`src/rtl/data_io_upload_if.sv`:
```
// data_io_upload_if: IO-controller SPI pins plus the RAM read-request/acknowledge port.
interface data_io_upload_if #(parameter int ADDR_W = 25);
  logic sck, ss, sdi, sdo, rd, rd_ack;
  logic [ADDR_W-1:0] a;
  logic [7:0] q;
  modport master (output sck, ss, sdi, q, rd_ack, input sdo, rd, a);
  modport slave (input sck, ss, sdi, q, rd_ack, output sdo, rd, a);
endinterface

```
`src/rtl/data_io_upload.sv`:
```
// data_io_upload: SPI-slave streamer of RAM bytes to the IO controller via a 1-byte prefetch.
// Optional UPLOAD_CHECKSUM_EN adds a running byte checksum returned by CMD_RX_SUM.
module data_io_upload #(
  parameter int ADDR_W = 25,
  parameter logic [7:0] CMD_RX = 8'h56,
  parameter logic [7:0] CMD_RX_DAT = 8'h57,
  parameter logic [7:0] CMD_RX_SUM = 8'h58
) (
  input  logic              clk,
  input  logic              reset,
  data_io_upload_if.slave   bus,
  input  logic [ADDR_W-1:0] upload_base,
  input  logic [ADDR_W-1:0] upload_len,
  output logic              uploading,
  output logic [ADDR_W-1:0] sent
);
  localparam logic [0:0] IDLE = 1'b0, REQ = 1'b1;
  localparam logic [ADDR_W-1:0] ONE = ADDR_W'(1);
  logic [2:0] sck_s;
  logic [1:0] ss_s, sdi_s;
  logic [3:0] cnt;
  logic [6:0] sbuf;
  logic [7:0] cmd, shreg, pf_data, cur_data, sum_val, ld_cmd, ld_val, byte_in;
  logic [ADDR_W-1:0] ptr, remain;
  logic pf_valid, cur_valid, replay, state;
  logic rise, fall, act, ld, ld_dat, take, param, start, stop;
  always_comb begin
    rise = sck_s[1] & ~sck_s[2];
    fall = ~sck_s[1] & sck_s[2];
    byte_in = {sbuf, sdi_s[1]};
    act = rise & ~ss_s[1];
    ld_cmd = cnt == 4'd7 ? byte_in : cmd;
    ld = act && cnt[2:0] == 3'd7;
    ld_dat = ld && ld_cmd == CMD_RX_DAT;
    take = ld_dat && !replay && pf_valid;
    param = act && cnt == 4'd15 && cmd == CMD_RX;
    start = param && byte_in[0];
    stop = param && !byte_in[0];
    ld_val = ld_dat ? (replay ? cur_data : pf_valid ? pf_data : 8'h00)
           : ld_cmd == CMD_RX_SUM ? sum_val : 8'h00;
  end
  always_ff @(posedge clk) begin
    if (reset) begin
      sck_s <= '0;
      ss_s <= '0;
      sdi_s <= '0;
      cnt <= '0;
      sbuf <= '0;
      cmd <= '0;
      shreg <= '0;
      bus.sdo <= 1'b0;
      pf_data <= '0;
      pf_valid <= 1'b0;
      cur_data <= '0;
      cur_valid <= 1'b0;
      replay <= 1'b0;
      state <= IDLE;
      bus.rd <= 1'b0;
      bus.a <= '0;
      ptr <= '0;
      remain <= '0;
      uploading <= 1'b0;
      sent <= '0;
    end else begin
      sck_s <= {sck_s[1:0], bus.sck};
      ss_s <= {ss_s[0], bus.ss};
      sdi_s <= {sdi_s[0], bus.sdi};
      // a deselect while a data byte is in flight replays that byte on the next slot
      if (ss_s[1]) begin
        cnt <= '0;
        bus.sdo <= 1'b0;
        shreg <= '0;
        if (cnt[3] && cmd == CMD_RX_DAT) replay <= cur_valid;
      end else if (rise) begin
        sbuf <= byte_in[6:0];
        cnt <= cnt == 4'd15 ? 4'd8 : cnt + 4'd1;
        if (cnt == 4'd7) cmd <= byte_in;
        if (ld) begin
          shreg <= ld_val;
          bus.sdo <= ld_val[7];
        end
      end else if (fall && cnt != 4'd8) begin
        bus.sdo <= shreg[6];
        shreg <= {shreg[6:0], 1'b0};
      end
      if (ld_dat) begin
        replay <= 1'b0;
        if (!replay) begin
          pf_valid <= 1'b0;
          cur_data <= pf_data;
          cur_valid <= pf_valid;
        end
        if (take) sent <= sent + ONE;
      end
      if (state == IDLE) begin
        if (uploading && !pf_valid && remain != '0) begin
          bus.rd <= 1'b1;
          bus.a <= ptr;
          state <= REQ;
        end
      end else if (bus.rd_ack) begin
        pf_data <= bus.q;
        pf_valid <= 1'b1;
        ptr <= ptr + ONE;
        remain <= remain - ONE;
        bus.rd <= 1'b0;
        state <= IDLE;
      end
      if (start) begin
        ptr <= upload_base;
        remain <= upload_len;
        sent <= '0;
        uploading <= 1'b1;
        pf_valid <= 1'b0;
        cur_valid <= 1'b0;
        replay <= 1'b0;
        bus.rd <= 1'b0;
        state <= IDLE;
      end
      if (stop) begin
        uploading <= 1'b0;
        bus.rd <= 1'b0;
        state <= IDLE;
      end
    end
  end
`ifdef UPLOAD_CHECKSUM_EN
  logic [7:0] checksum;
  always_ff @(posedge clk) begin
    if (reset || start) checksum <= '0;
    else if (take) checksum <= checksum + pf_data;
  end
  assign sum_val = checksum;
`else
  assign sum_val = 8'h00;
`endif
endmodule
```
`src/flat_wrapper.sv`:
```
// flat-port wrapper written by rule: the top's interface ports become plain ports
module data_io_upload_flat 
#(
  parameter int ADDR_W = 25,
  parameter logic [7:0] CMD_RX = 8'h56,
  parameter logic [7:0] CMD_RX_DAT = 8'h57,
  parameter logic [7:0] CMD_RX_SUM = 8'h58
)
  (clk, reset, upload_base, upload_len, uploading, sent, bus_sck, bus_ss, bus_sdi, bus_q, bus_rd_ack, bus_sdo, bus_rd, bus_a);
  data_io_upload_if #(.ADDR_W(ADDR_W)) bus_i ();
  input  logic clk;
  input  logic reset;
  input  logic [ADDR_W-1:0] upload_base;
  input  logic [ADDR_W-1:0] upload_len;
  output logic uploading;
  output logic [ADDR_W-1:0] sent;
  input wire logic [$bits(bus_i.sck)-1:0] bus_sck;
  input wire logic [$bits(bus_i.ss)-1:0] bus_ss;
  input wire logic [$bits(bus_i.sdi)-1:0] bus_sdi;
  input wire logic [$bits(bus_i.q)-1:0] bus_q;
  input wire logic [$bits(bus_i.rd_ack)-1:0] bus_rd_ack;
  output wire logic [$bits(bus_i.sdo)-1:0] bus_sdo;
  output wire logic [$bits(bus_i.rd)-1:0] bus_rd;
  output wire logic [$bits(bus_i.a)-1:0] bus_a;
  assign bus_i.sck = bus_sck;
  assign bus_i.ss = bus_ss;
  assign bus_i.sdi = bus_sdi;
  assign bus_i.q = bus_q;
  assign bus_i.rd_ack = bus_rd_ack;
  assign bus_sdo = bus_i.sdo;
  assign bus_rd = bus_i.rd;
  assign bus_a = bus_i.a;
  data_io_upload #(.ADDR_W(ADDR_W), .CMD_RX(CMD_RX), .CMD_RX_DAT(CMD_RX_DAT), .CMD_RX_SUM(CMD_RX_SUM)) u_core (.clk(clk), .reset(reset), .bus(bus_i), .upload_base(upload_base), .upload_len(upload_len), .uploading(uploading), .sent(sent));
endmodule
```
`config.mk`:
```
export PLATFORM = sky130hd
export DESIGN_NAME = data_io_upload_flat
export DESIGN_NICKNAME = d
export VERILOG_FILES = /design/src/rtl/data_io_upload_if.sv /design/src/rtl/data_io_upload.sv /design/src/flat_wrapper.sv
export SDC_FILE = /design/constraint.sdc
export NUM_CORES = 1
export LEC_CHECK = 0
export BUFFER_PORTS_ARGS = -buffer_cell sky130_fd_sc_hd__buf_4
export CAP_MARGIN = 20
export CORE_MARGIN = 2
export CORE_UTILIZATION = 35
export CTS_BUF_LIST = sky130_fd_sc_hd__clkbuf_4
export DETAILED_ROUTE_END_ITERATION = 10
export PLACE_DENSITY = 0.58
export SKIP_CTS_REPAIR_TIMING = 1
export SYNTH_ARGS = -nofsm -noshare
export SYNTH_HDL_FRONTEND = slang
export SYNTH_SLANG_ARGS = --single-unit
```
`constraint.sdc`:
```
create_clock -name clk -period 2.77 [get_ports clk]
set_input_delay 0.1385 -clock clk [delete_from_list [all_inputs] [get_ports clk]]
set_output_delay 0.1385 -clock clk [all_outputs]
set_load 0.01 [all_outputs]
```
==> results.ini <==
[cells_and_area]
multiInputGateArea_um2=3790
drive_gt1_frac=0.194
fillers=2036
final_nets=1033
area_growth_pct=28.8
seq_area_um2=3120

[place]
port_buffers=116
gp_congestion=0.815
dp_hpwl_mm=12.2

[sta]
relSlewSlack=0.514
fmaxAchievable_ghz=0.418
tns_ns=0
setup-violations-final=0
rsz0062_at_grt=no
min_period_over_period=0.863
finClkSkew_ns=0.0238
slew_viol_final=0
tightestPinTransition_ns=0.726
finalHoldViolCount=0
fin_crit_ns=2.39

[global_routing]
antenna_found_initial=1
grt_max_degree=57
grt_pass1_vias=5637
grt_overflow=0
grt_usage=0.161
grt_pass1_wl_mm=28.4

[power_and_ir_drop]
vdd_drop_max_v=0.000243
p_leak_nw=3.81
power_density_nw_per_um2=430
p_total_mw=3.98

[clock_network]
cts-buffers-inserted=17
cts_tree=done
worst_skew_pair.late_latency_ns=0.54
clock-sinks=156
clk_pin_slew_worst_paths_ns=0.12
htreeDepth=4
clockBufferDepth=2
cts-root-buf=clkbuf_4

[detailed_routing]
firstDrtPassIters=5
drt_wl_total_mm=18.2
dr_total_vias=6253
wl_per_cell_um=14.6
drt_iter0_drc=258
vias_per_cell=5.02
drcViolationCount=0
postRouteAntennaNets=0

[die]
dieArea_um2=21700
initial_core_util=0.356
coreArea_um2=20200
dieWidth_um=147
num_io_pins=117
rows=52
fp.dieH_um=147

[critical_path]
r2r_start=u_core.cnt[1]
path_class=reg2reg
reg2reg_to=u_core.sent[20]
critPathArrivalTime_ns=2.87
crit_required_ns=3.25
path_max_fanout=17
r2r_slack_ns=0.38
rr_worst_depth=7
startpoint_type=register
endpoint_kind=register

[synth]
synth_fp_nets=866
ys_top_cells_by_area=dfxtp_1, nor2_1, mux2i_1, a211oi_1, xor2_1
syn_area_per_cell_um2=9.04
synth-seq-cells=156
yosysUniqueCellTypes=63
yosysWarnings=0
synthCells=795
netlist_area_um2=7190
synth_edf_count=0
yosysTopAreaCell=dfxtp_1
synth_flop_cell=dfxtp_1
yosysSeqAreaShare=0.434
ys_async_sr_fraction=0
yosysTopAreaCellShare=0.434

[hold_path]
holdCritStartpoint=reset
min_to=u_core.sck_s[2]
min_path_type=in2reg
holdPathStages=2

[status]
status=complete, no violations

[run]
max_cap_violations=0

## cells in the mapped netlist, drive strengths merged (2+ instances only)
cell and instances:
o2111ai 8, a31o 2, o211a 7, o31ai 8, clkbuf 28, nand2b 4
a22oi 7, dfxtp 156, and4bb 3, buf 19, inv 14, xor2 36
mux2i 46, nor4b 2, nor3b 3, nand4b 2, nor2b 9, and2 4
or4 10, ha 7, o211ai 4, nand2 49, or3 8, and4 5
and3 11, nor2 125, nand3b 3, nand3 19, o21a 3, o21ai 22
nand4 19, a211oi 48, nor3 19, a21oi 44, nor4 12, xnor2 20
## final cells by class
class	count	area share
tap	270	0.0365
clock buffer	17	0.0138
antenna	1	0.000270
timing repair buffer	195	0.178
multi-input combinational	578	0.410
sequential	156	0.337
clock inverter	14	0.0191
inverter	14	0.00568
## placed cells by master (no fill, tap or decap), types with 9 or more instances in the layout
cell,synthesis,routed
a21oi_1,44,44
buf_4,3,131
and3_1,11,11
inv_1,14,14
nor3_1,17,17
xnor2_1,20,20
dfxtp_1,156,156
or4_1,10,10
nand2_1,49,48
nand3_1,18,18
o21ai_0,18,18
nor2_1,124,124
nand4_1,17,17
clkbuf_4,0,17
mux2i_1,46,46
dlygate4sd3_1,0,62
nor2b_1,9,9
xor2_1,36,36
a211oi_1,46,46
## flip-flops by register name, summed over array words and instances, names as in the netlist, 2 cells and up
register         count
u_core.pf_data       8
u_core.shreg         7
u_core.cur_data      8
u_core.sent         25
u_core.cmd           8
u_core.sdi_s         2
u_core.ptr          25
u_core.remain       25
u_core.cnt           4
u_core.sbuf          7
u_core.sck_s         3
u_core.bus.a        25
u_core.ss_s          2
## critical path, stage by stage (launching register included)
cell	delay (ns)
dfxtp_1	0.39
ha_1	0.30
ha_1	0.19
and4bb_4	0.28
and4_4	0.33
nand3_4	0.18
or4_1	0.51
a21oi_1	0.14
## report_power, final
group,switching [mW],internal [mW]
clock,0.807,0.700
sequential,0.00776,2.25
combinational,0.0851,0.130
## stage by stage
step           area [µm²]  hold WS [ns]  cells  utilization  setup slack (ns)
6_report             9260        0.0764   1245        0.459             0.380
4_1_cts              8630        -0.243   1182        0.428             0.384
2_1_floorplan        7190         0.267    795            -             0.627
5_1_grt              9260        0.0465   1245        0.459             0.226
3_3_place_gp         8330         0.357   1151        0.413             0.460
3_5_place_dp         8330         0.362   1151        0.413             0.413
## how the worst max path moves through the flow
stage,end,depth (start not counted),startpoint,slack [ns]
after global placement,u_core.sent[21],7,u_core.cnt[1],0.46
after global routing,u_core.sent[18],7,u_core.cnt[1],0.23
after floorplan,u_core.sent[24],9,u_core.cnt[0],0.63
final,u_core.sent[20],7,u_core.cnt[1],0.38
after CTS,u_core.sent[19],7,u_core.cnt[1],0.38
after detailed placement,u_core.sent[19],7,u_core.cnt[1],0.41
## per-layer routing
layer  vias to the layer above  track usage  routed length [µm]  share of wire
li1                       3182            -                   -              -
met5                         -            0                   0              0
met3                        24       0.0578                 950          0.052
met2                       133        0.243                8210           0.45
met1                      2914        0.215                8690           0.48
met4                         0       0.0510                 338          0.019
## cell families (layout without fill, tap and decap cells)
kind of cell / Yosys count / count (layout) / share of synthesized area
buffers and inverters: 61 / 240 / 0.0399
muxes: 46 / 46 / 0.0640
adders and majority gates: 7 / 7 / 0.0122
and+or+nand+nor: 312 / 312 / 0.233
other: 0 / 1 / 0
AOI/OAI and AO/OA: 157 / 157 / 0.148
xor gates and xnor gates: 56 / 56 / 0.0682
DFF: 156 / 156 / 0.434
Power figures use the tool's default switching activity.
